### config.mk
export PLATFORM = sky130hd
export DESIGN_NAME = bingo_board_engine
export DESIGN_NICKNAME = d
export VERILOG_FILES = /design/src/rtl/bingo_board_engine.sv
export SDC_FILE = /design/constraint.sdc
export NUM_CORES = 1
export LEC_CHECK = 0
export CAP_MARGIN = 40
export CORE_ASPECT_RATIO = 1.1
export CORE_UTILIZATION = 59
export DETAILED_ROUTE_END_ITERATION = 10
export PLACE_DENSITY = 0.87
export SLEW_MARGIN = 20
export SYNTH_ARGS = -nofsm -noshare
export SYNTH_HDL_FRONTEND = slang
export SYNTH_SLANG_ARGS = --single-unit
### constraint.sdc
create_clock -name clk -period 5.8 [get_ports clk]
set_clock_uncertainty 0.1 [all_clocks]
set_input_delay 0.58 -clock clk [delete_from_list [all_inputs] [get_ports clk]]
set_output_delay 0.58 -clock clk [all_outputs]
set_load 0.01 [all_outputs]
### src/rtl/bingo_board_engine.sv
// One NxN bingo board: number placement, circling from local/peer calls, line counting.
// Optional BINGO_AUTOFILL_EN: cur_number==0 in SELECT fills remaining cells with lowest free numbers.
module bingo_board_engine #(
    parameter int N         = 5,
    parameter int NUM_W     = 5,
    parameter int WIN_LINES = 3,
    localparam int CELLS    = N * N,
    localparam int LW       = $clog2(2 * N + 3)
) (
    input  logic                     clk,
    input  logic                     rst,
    input  logic                     interboard_rst,
    input  logic                     start,
    input  logic                     enter_pulse,
    input  logic [NUM_W-1:0]         cur_number,
    input  logic                     rx_en,
    input  logic [NUM_W-1:0]         rx_number,
    input  logic                     tx_ready,
    output logic                     tx_en,
    output logic [NUM_W-1:0]         tx_number,
    output logic [CELLS*NUM_W-1:0]   map,
    output logic [CELLS-1:0]         circle,
    output logic [LW-1:0]            lines,
    output logic                     win,
    output logic [2:0]               state
);

    typedef enum logic [2:0] {
        IDLE   = 3'd0,
        SELECT = 3'd1,
        PLAY   = 3'd2,
        CHECK  = 3'd3,
        WIN    = 3'd4
    } state_t;

    localparam int PW = $clog2(CELLS + 1);
    localparam int NV = 2 ** NUM_W;
    localparam logic [NUM_W-1:0] MAXN = NUM_W'(CELLS);
    localparam logic [PW-1:0] LAST = PW'(CELLS - 1);

    state_t st, st_n;

    logic [PW-1:0]    pos;
    logic [NV-1:0]    used;
    logic             fill;
    logic [CELLS-1:0] rx_hit, kb_hit, circ_set;
    logic [2*N+1:0]   line_done;
    logic [LW-1:0]    line_cnt;
    logic [NUM_W-1:0] low_free, place_val;
    logic             place, fill_start, tx_load, do_check, clear;
    logic             cur_ok, rx_ok, kb_ok, reset_any;

    logic [N-1:0][N-1:0] col_v;
    logic [N-1:0]        dg0, dg1;

    assign state     = st;
    assign reset_any = rst | interboard_rst;
    assign cur_ok    = (cur_number != '0) && (cur_number <= MAXN);

    // Hit vectors only flag uncircled cells, so "present and uncircled" is an OR-reduce.
    for (genvar i = 0; i < CELLS; i++) begin : g_hit
        assign rx_hit[i] = (map[i*NUM_W +: NUM_W] == rx_number)
                         && (rx_number != '0) && !circle[i];
        assign kb_hit[i] = (map[i*NUM_W +: NUM_W] == cur_number)
                         && (cur_number != '0) && !circle[i];
    end

    assign rx_ok = |rx_hit;
    assign kb_ok = |kb_hit;

    for (genvar r = 0; r < N; r++) begin : g_row
        assign line_done[r] = &circle[r*N +: N];
        assign dg0[r] = circle[r*N + r];
        assign dg1[r] = circle[r*N + N - 1 - r];
        for (genvar c = 0; c < N; c++) begin : g_col
            assign col_v[c][r] = circle[r*N + c];
        end
    end

    for (genvar c = 0; c < N; c++) begin : g_cdone
        assign line_done[N + c] = &col_v[c];
    end

    assign line_done[2*N]   = &dg0;
    assign line_done[2*N+1] = &dg1;

    always_comb begin
        line_cnt = '0;
        for (int i = 0; i < 2 * N + 2; i++) begin
            line_cnt = line_cnt + LW'(line_done[i]);
        end
    end

    always_comb begin
        low_free = '0;
        for (int k = CELLS; k >= 1; k--) begin
            if (!used[k]) low_free = NUM_W'(k);
        end
    end

    always_ff @(posedge clk) begin
        if (reset_any) st <= IDLE;
        else           st <= st_n;
    end

    always_comb begin
        st_n       = st;
        place      = 1'b0;
        place_val  = cur_number;
        fill_start = 1'b0;
        circ_set   = '0;
        tx_load    = 1'b0;
        do_check   = 1'b0;
        clear      = 1'b0;
        unique case (st)
            IDLE: begin
                if (start) begin
                    st_n  = SELECT;
                    clear = 1'b1;
                end
            end
            SELECT: begin
                if (fill) begin
                    place     = 1'b1;
                    place_val = low_free;
                    if (pos == LAST) st_n = PLAY;
                end else if (enter_pulse) begin
                    if (cur_ok && !used[cur_number]) begin
                        place = 1'b1;
                        if (pos == LAST) st_n = PLAY;
                    end
`ifdef BINGO_AUTOFILL_EN
                    else if (cur_number == '0) begin
                        fill_start = 1'b1;
                    end
`endif
                end
            end
            PLAY: begin
                if (rx_en && rx_ok) begin
                    circ_set = rx_hit;
                    st_n     = CHECK;
                end else if (enter_pulse && !tx_en && kb_ok) begin
                    circ_set = kb_hit;
                    tx_load  = 1'b1;
                    st_n     = CHECK;
                end
            end
            CHECK: begin
                do_check = 1'b1;
                st_n = (line_cnt >= LW'(WIN_LINES)) ? WIN : PLAY;
            end
            WIN: begin
                if (start) begin
                    st_n  = SELECT;
                    clear = 1'b1;
                end
            end
            default: st_n = IDLE;
        endcase
    end

    always_ff @(posedge clk) begin
        if (reset_any) begin
            map       <= '0;
            circle    <= '0;
            lines     <= '0;
            win       <= 1'b0;
            tx_en     <= 1'b0;
            tx_number <= '0;
            pos       <= '0;
            used      <= '0;
            fill      <= 1'b0;
        end else begin
            if (tx_en && tx_ready) tx_en <= 1'b0;
            if (tx_load) begin
                tx_en     <= 1'b1;
                tx_number <= cur_number;
            end
            // A pending tx deliberately survives a new game.
            if (clear) begin
                map    <= '0;
                circle <= '0;
                lines  <= '0;
                win    <= 1'b0;
                pos    <= '0;
                used   <= '0;
                fill   <= 1'b0;
            end else begin
                if (place) begin
                    map[int'(pos)*NUM_W +: NUM_W] <= place_val;
                    used[place_val] <= 1'b1;
                    pos <= pos + 1'b1;
                    if (pos == LAST) fill <= 1'b0;
                end
                if (fill_start) fill <= 1'b1;
                circle <= circle | circ_set;
                if (do_check) begin
                    lines <= line_cnt;
                    win   <= (line_cnt >= LW'(WIN_LINES));
                end
            end
        end
    end

endmodule

# --- Yosys cells after proc, flatten, opt, wreduce, memory -nomap -nowiden ---
# Index checks and enable logic that the tools add are counted.
totals:
  ff_bits: 201
  output_inout_bits: 164
  input_bits: 17
classes:
  order_cmp: 4
  bitwise_logic: 3
  n_mul: 1
  muxes: 27
  shifts: 2
  add_sub_neg: 13
  n_reduce_logical: 155
  n_eq_ne: 60
op_table:
  columns: ["operator", "count"]
  rows:
  - ["$eq A5 B5 Y1", 50]
  - ["$bwmux W125", 1]
  - ["$shift A5 B33 Y125 const A", 1]
  - ["$shiftx A5 B33 Y125", 1]
  - ["$logic_and A1 B1 Y1", 107]
  - ["$mux W25", 3]
  - ["$reduce_and A5 Y1", 13]
  - ["$reduce_or A25 Y1", 2]
  - ["$neg A8 Y33", 1]
  - ["$add A4 B1 Y4", 8]
  - ["$or A32 B32 Y32", 1]
  - ["$logic_not A1 Y1", 27]
  - ["$or A25 B25 Y25", 1]
  - ["$mux W3", 7]
  - ["$mux W1", 13]
  - ["$pmux W3 S4", 1]
  - ["$reduce_bool A5 Y1", 2]
  - ["$mul A5 B3 Y8 const B", 1]
  - ["$eq A3 B2 Y1 const B", 2]
  - ["$lt A5 B6 Y1 const B", 1]
  - ["$add A5 B1 Y5 const B", 1]
  - ["$bmux W1 S5", 1]
  - ["$demux W1 S5", 1]
  - ["$eq A5 B5 Y1 const B", 1]
  - ["16 further kinds", 18]

# --- Depth between registers and ports, before layout ---
logic_depth:
  depth_word: 15
  mapped_depth: 15
  ltp_nobuf: 15

# --- Worst setup path after synthesis ---
# Ideal clock, no wire load.
synth_path:
  kind: "register to register"
  startpoint: "reg circle[19]"
  endpoint: "reg st[1] (netlist: state[1])"
  period_less_slack_ns: 4.068
  arrival_ns: 3.891
  stages_incl_launch_ff: 16
  t_required_ns: 5.622
  n_path_buf: 0
  path_slack_ns: 1.732
  path_cell_list: "dfxtp_1 -> and3_1 -> nand3_1 -> fa_1 -> fa_1 -> fa_1 -> fa_1 -> inv_1 -> ha_1 -> inv_1 -> fa_1 -> nand2b_1 -> nand3_1 -> a21oi_1 -> a31oi_1 -> nor3_1"
synth_via:
  elab_chain_cells: 13
  word_cells_on_any_way: 24
synth_rtl:
  columns: ["item", "line_no", "text"]
  rows:
  - ["from (decl)", "22", "output logic [CELLS-1:0] circle,"]
  - ["from (signal assigned)", "197", "circle <= circle | circ_set;"]
  - ["$reduce_and A5 Y1", "72", "assign line_done[r] = &circle[r*N +: N];"]
  - ["$add A3 B1 Y4", "90", "line_cnt = line_cnt + LW'(line_done[i]);"]
  - ["$add A4 B1 Y4 (8 in a row)", "90", null]
  - ["$ge A4 B2 Y1", "151", "st_n = (line_cnt >= LW'(WIN_LINES)) ? WIN : PLAY;"]
  - ["$mux W3", "151", null]
  - ["$pmux W3 S4", "115", "unique case (st)"]
  - ["to (signal assigned)", "103", "else st <= st_n;"]
  - ["to (decl)", "41", "state_t st, st_n;"]
# Parallel ways exist; a longest one is shown, timed or not.
# A chain may end at the register's enable or synchronous reset.

# --- Worst setup path in the final report ---
layout_path:
  startpoint: "reg circle[2]"
  endpoint: "reg st[1] (netlist: state[1])"
layout_via:
  elab_chain_cells: 15
  word_cells_on_any_way: 26
layout_rtl:
  columns: ["item", "line_no"]
  rows:
  - ["$reduce_and A5 Y1", "72"]
  - ["$add A1 B1 Y2", "90"]
  - ["$add A2 B1 Y3", "90"]
  - ["$add A3 B1 Y4", "90"]
  - ["$add A4 B1 Y4 (8 in a row)", "90"]
  - ["$ge A4 B2 Y1", "151"]
  - ["$mux W3", "151"]
  - ["$pmux W3 S4", "115"]
# Parallel ways exist; a longest one is shown, timed or not.

==> impl_table.tex <==
\begin{tabular}{lr}
\hline
Metric & Value \\
\hline
\multicolumn{2}{l}{\textbf{Clock network}} \\
Number of post-CTS setup repair buffers & 0 \\
Maximum root-to-sink buffer count & 2 \\
Clock buffer count from CTS & 17 \\
TritonCTS clock tree & yes \\
Clock latency on the worst-skew pair & about 0.45 ns \\
CTS Root Cell & sky130\_fd\_sc\_hd\_\_clkbuf\_16 \\
Reg clk slew, reported paths & 0.08 ns \\
CTS-repair resized insts & 0 \\
Sink Count & 200 \\
Number of H-tree levels & 4 \\
Number of buffers inserted by hold repair at cts & 0 \\
\multicolumn{2}{l}{\textbf{GRT}} \\
Wire length of the first global-routing pass & 60100 um \\
Aggregate global routing overflow & 0 \\
Via count of the first global-routing pass & 10600 \\
Overall routing resource usage & 0.392 \\
Number of antenna violations at the first check in global routing & 1 \\
Pin count of the biggest net entering global routing & 72 \\
\multicolumn{2}{l}{\textbf{Timing}} \\
Hold slack & 0.357 ns \\
Final hold violations & 0 \\
Unrepaired setup endpoints after global routing & false \\
Worst slew margin relative to its limit & 0.385 \\
Time the worst path needs with I/O delays and setup & 4.47 ns \\
Number of pins exceeding their max-slew limit in the final report & 0 \\
Max Fclk & 224 MHz \\
Final worst path period share & 0.770 \\
Worst slew pin tran & about 0.92 ns \\
Setup Viol. Count Final & 0 \\
Worst Setup Slack, final & approximately 1.3 ns \\
Setup TNS & 0 ns \\
\multicolumn{2}{l}{\textbf{Setup path}} \\
Critical path startpoint category & register \\
Category of the most critical setup path & reg -> reg \\
Worst-path fanout max & 7 \\
WP data required & 6.06 ns \\
Crit path DAT & between 4 and 5 ns \\
Crit end category & register \\
\multicolumn{2}{l}{\textbf{Synth}} \\
Portion of the post-synthesis area used by sequential elements & 0.352 \\
Cell variety after synth & 58 \\
Cells taking the most area after synthesis & sky130\_fd\_sc\_hd\_\_dfxtp\_1 35\%, sky130\_fd\_sc\_hd\_\_xor2\_1 10\%, sky130\_fd\_sc\_hd\_\_xnor2\_1 9.6\% \\
Number of synthesized register bits & 200 \\
Cell area after synthesis & approximately 0.011 mm2 \\
Mean instance size in the synthesized netlist & 8.54 um2 \\
Async set-reset flop share out of synthesis & 0 \\
Post-Synthesis Net Count & 1362 \\
Yosys warning count & 0 \\
Synth top area share & 0.352 \\
Synth Instances & 1330 \\
Ys flop type & sky130\_fd\_sc\_hd\_\_dfxtp\_1 \\
Number of enable flip-flop cells after synthesis & 0 \\
Biggest area consumer among synthesized cells & sky130\_fd\_sc\_hd\_\_dfxtp\_1 \\
Top cells by count, synth & 200 x sky130\_fd\_sc\_hd\_\_dfxtp\_1, 132 x sky130\_fd\_sc\_hd\_\_xor2\_1, 124 x sky130\_fd\_sc\_hd\_\_xnor2\_1, 122 x sky130\_fd\_sc\_hd\_\_nor2\_1, 102 x sky130\_fd\_sc\_hd\_\_nand3\_1 \\
Library cell with the highest instance count after synthesis & sky130\_fd\_sc\_hd\_\_dfxtp\_1 \\
\multicolumn{2}{l}{\textbf{Layout}} \\
Number of nets in the final layout & around 1500 \\
Share of final-layout standard cells stronger than drive strength 1 & 0.0641 \\
Number of filler cells placed in the layout & 1345 \\
Signed area change from the synthesized netlist to the final layout & 22.0\% \\
Register area & 0.00400 mm2 \\
Multi-input combinational cell area & 0.00687 mm2 \\
\multicolumn{2}{l}{\textbf{Die}} \\
Die area & between 0.015 and 0.02 mm2 \\
Number of ports placed on the die boundary & 181 \\
Die height & between 100 and 150 um \\
Die W & 134 um \\
Cell row count & between 50 and 60 \\
Initial core utilization & 0.611 \\
Core Area & roughly 0.019 mm2 \\
\multicolumn{2}{l}{\textbf{Route}} \\
Routed WL per cell & 22.7 um \\
Vias after detailed routing & about 11000 \\
Routed vias/inst & 6.56 \\
Initial detailed-routing violation count & 1405 \\
Number of iterations in the first detailed-routing pass & 6 \\
DRC violation count after routing & 0 \\
Number of antenna-violating nets in the routed design & 0 \\
Wirelength, routed & 38900 um \\
\multicolumn{2}{l}{\textbf{Power}} \\
Sw Share & 0.270 \\
Portion of total power attributed to combinational logic & 0.091 \\
Flop pwr share & 0.478 \\
Areal power density over the cells & about 210 mW/mm2 \\
Worst IR Drop VDD & about 0.26 mV \\
Total net switching power & 0.775 mW \\
Pleak & roughly 5 nW \\
Internal Dissipation & 2.10 mW \\
Clock power share & 0.431 \\
\multicolumn{2}{l}{\textbf{Place}} \\
DP Worst Slack & 1.42 ns \\
Number of buffer cells added on primary ports & 180 \\
Half-perimeter wire length of the detailed placement result & roughly 27000 um \\
Weighted congestion at the end of routability-driven global placement & 0.953 \\
\multicolumn{2}{l}{\textbf{Run status}} \\
Result of the run & finished clean \\
\multicolumn{2}{l}{\textbf{Worst hold path}} \\
Min-delay worst type & reg -> reg \\
\multicolumn{2}{l}{\textbf{Run}} \\
MaxCap Viol Count & 0 \\
\hline
\end{tabular}
==> kinds of logic after synthesis <==
| group | after synthesis | share of synthesized area |
|---|---|---|
| compound gates | 186 | 0.0925 |
| xor+xnor | 256 | 0.197 |
| fa+ha+maj | 15 | 0.0211 |
| buf+inv | 116 | 0.0440 |
| flops | 200 | 0.352 |
| mux | 64 | 0.0640 |
| simple gates | 493 | 0.229 |
==> power by group through the flow <==
stage	clock [mW]	sequential (mW)	combinational, mW
3_3_place_gp	0	1.41	0.238
2_1_floorplan	0	1.41	0.181
4_1_cts	1.23	1.37	0.253
5_1_grt	1.28	1.37	0.273
3_5_place_dp	0	1.41	0.251
6_report	1.24	1.37	0.260
==> layout make-up <==
cell class              count  area share
well taps                 243      0.0219
inverters                  17     0.00460
clock inverters            13      0.0113
flip-flops and latches    200       0.289
repair buffers            203       0.144
clock buffers              19      0.0327
multi-input cells        1014       0.496
diodes                      2    0.000361
==> metrics by stage <==
step	std cells	util	total power, mW	area [um2]
final	1711	0.745	2.87	13900
after CTS	1708	0.744	2.85	13800
after global routing	1709	0.745	2.93	13900
after detailed placement	1676	0.712	1.66	13200
after global placement	1672	0.706	1.64	13100
after floorplan	1330	-	1.59	11400
==> registers in the layout (all words and copies together), names as in the netlist <==
| register | cells |
|---|---|
| state | 3 |
| lines | 4 |
| pos | 5 |
| map | 125 |
| circle | 25 |
| tx_number | 5 |
| win | 1 |
| used | 31 |
| tx_en | 1 |
==> cell usage in the layout, fill, tap and decap left out, types with 4 or more instances in the layout <==
cell type and instances:
sky130_fd_sc_hd__a221oi_1 5, sky130_fd_sc_hd__nor4_1 56, sky130_fd_sc_hd__buf_4 17, sky130_fd_sc_hd__or3_1 14, sky130_fd_sc_hd__clkdlybuf4s50_1 170, sky130_fd_sc_hd__xor2_1 132
sky130_fd_sc_hd__and2_1 9, sky130_fd_sc_hd__nand2b_1 6, sky130_fd_sc_hd__buf_2 10, sky130_fd_sc_hd__o22ai_1 5, sky130_fd_sc_hd__nand4_1 72, sky130_fd_sc_hd__nor3_4 8
sky130_fd_sc_hd__nand2_1 55, sky130_fd_sc_hd__mux4_2 4, sky130_fd_sc_hd__nand3_1 102, sky130_fd_sc_hd__a31oi_1 14, sky130_fd_sc_hd__and3_1 12, sky130_fd_sc_hd__dfxtp_1 200
sky130_fd_sc_hd__clkbuf_16 17, sky130_fd_sc_hd__fa_1 7, sky130_fd_sc_hd__ha_1 8, sky130_fd_sc_hd__inv_1 17, sky130_fd_sc_hd__o21ai_0 101, sky130_fd_sc_hd__nor2b_1 6
sky130_fd_sc_hd__mux2i_1 55, sky130_fd_sc_hd__a21oi_1 40, sky130_fd_sc_hd__nor3_1 12, sky130_fd_sc_hd__nor3b_1 4, sky130_fd_sc_hd__xnor2_1 124, sky130_fd_sc_hd__nor2_1 122
==> path summary, 6_finish.rpt <==
check,start,end,slack [ns],depth (start not counted)
hold reg to reg,win,win,0.36,2
setup / recovery,circle[2],state[1],1.33,15
setup reg to reg,circle[2],state[1],1.33,15
hold / removal,win,win,0.36,2
==> routing by layer <==
metal	wire length (um)	vias to the layer above	share of wire	GRT usage
met2	18400	751	0.47	0.649
met3	3570	197	0.092	0.0730
met5	0	-	0	0
li1	-	4925	-	-
met4	2140	0	0.055	0.206
met1	14800	5356	0.38	0.485
==> critical path: stages, from the launching register on <==
cell and delay [ns]:
sky130_fd_sc_hd__dfxtp_1 0.56, sky130_fd_sc_hd__and3_1 0.23, sky130_fd_sc_hd__nand3_1 0.10, sky130_fd_sc_hd__fa_1 0.53, sky130_fd_sc_hd__fa_1 0.57, sky130_fd_sc_hd__fa_1 0.43, sky130_fd_sc_hd__fa_1 0.45, sky130_fd_sc_hd__inv_1 0.07
sky130_fd_sc_hd__ha_1 0.15, sky130_fd_sc_hd__inv_1 0.07, sky130_fd_sc_hd__fa_1 0.44, sky130_fd_sc_hd__xor2_1 0.21, sky130_fd_sc_hd__nand3_1 0.12, sky130_fd_sc_hd__a21oi_1 0.16, sky130_fd_sc_hd__a31oi_1 0.06, sky130_fd_sc_hd__nor3_1 0.15
(Power assumes the default switching activity.)
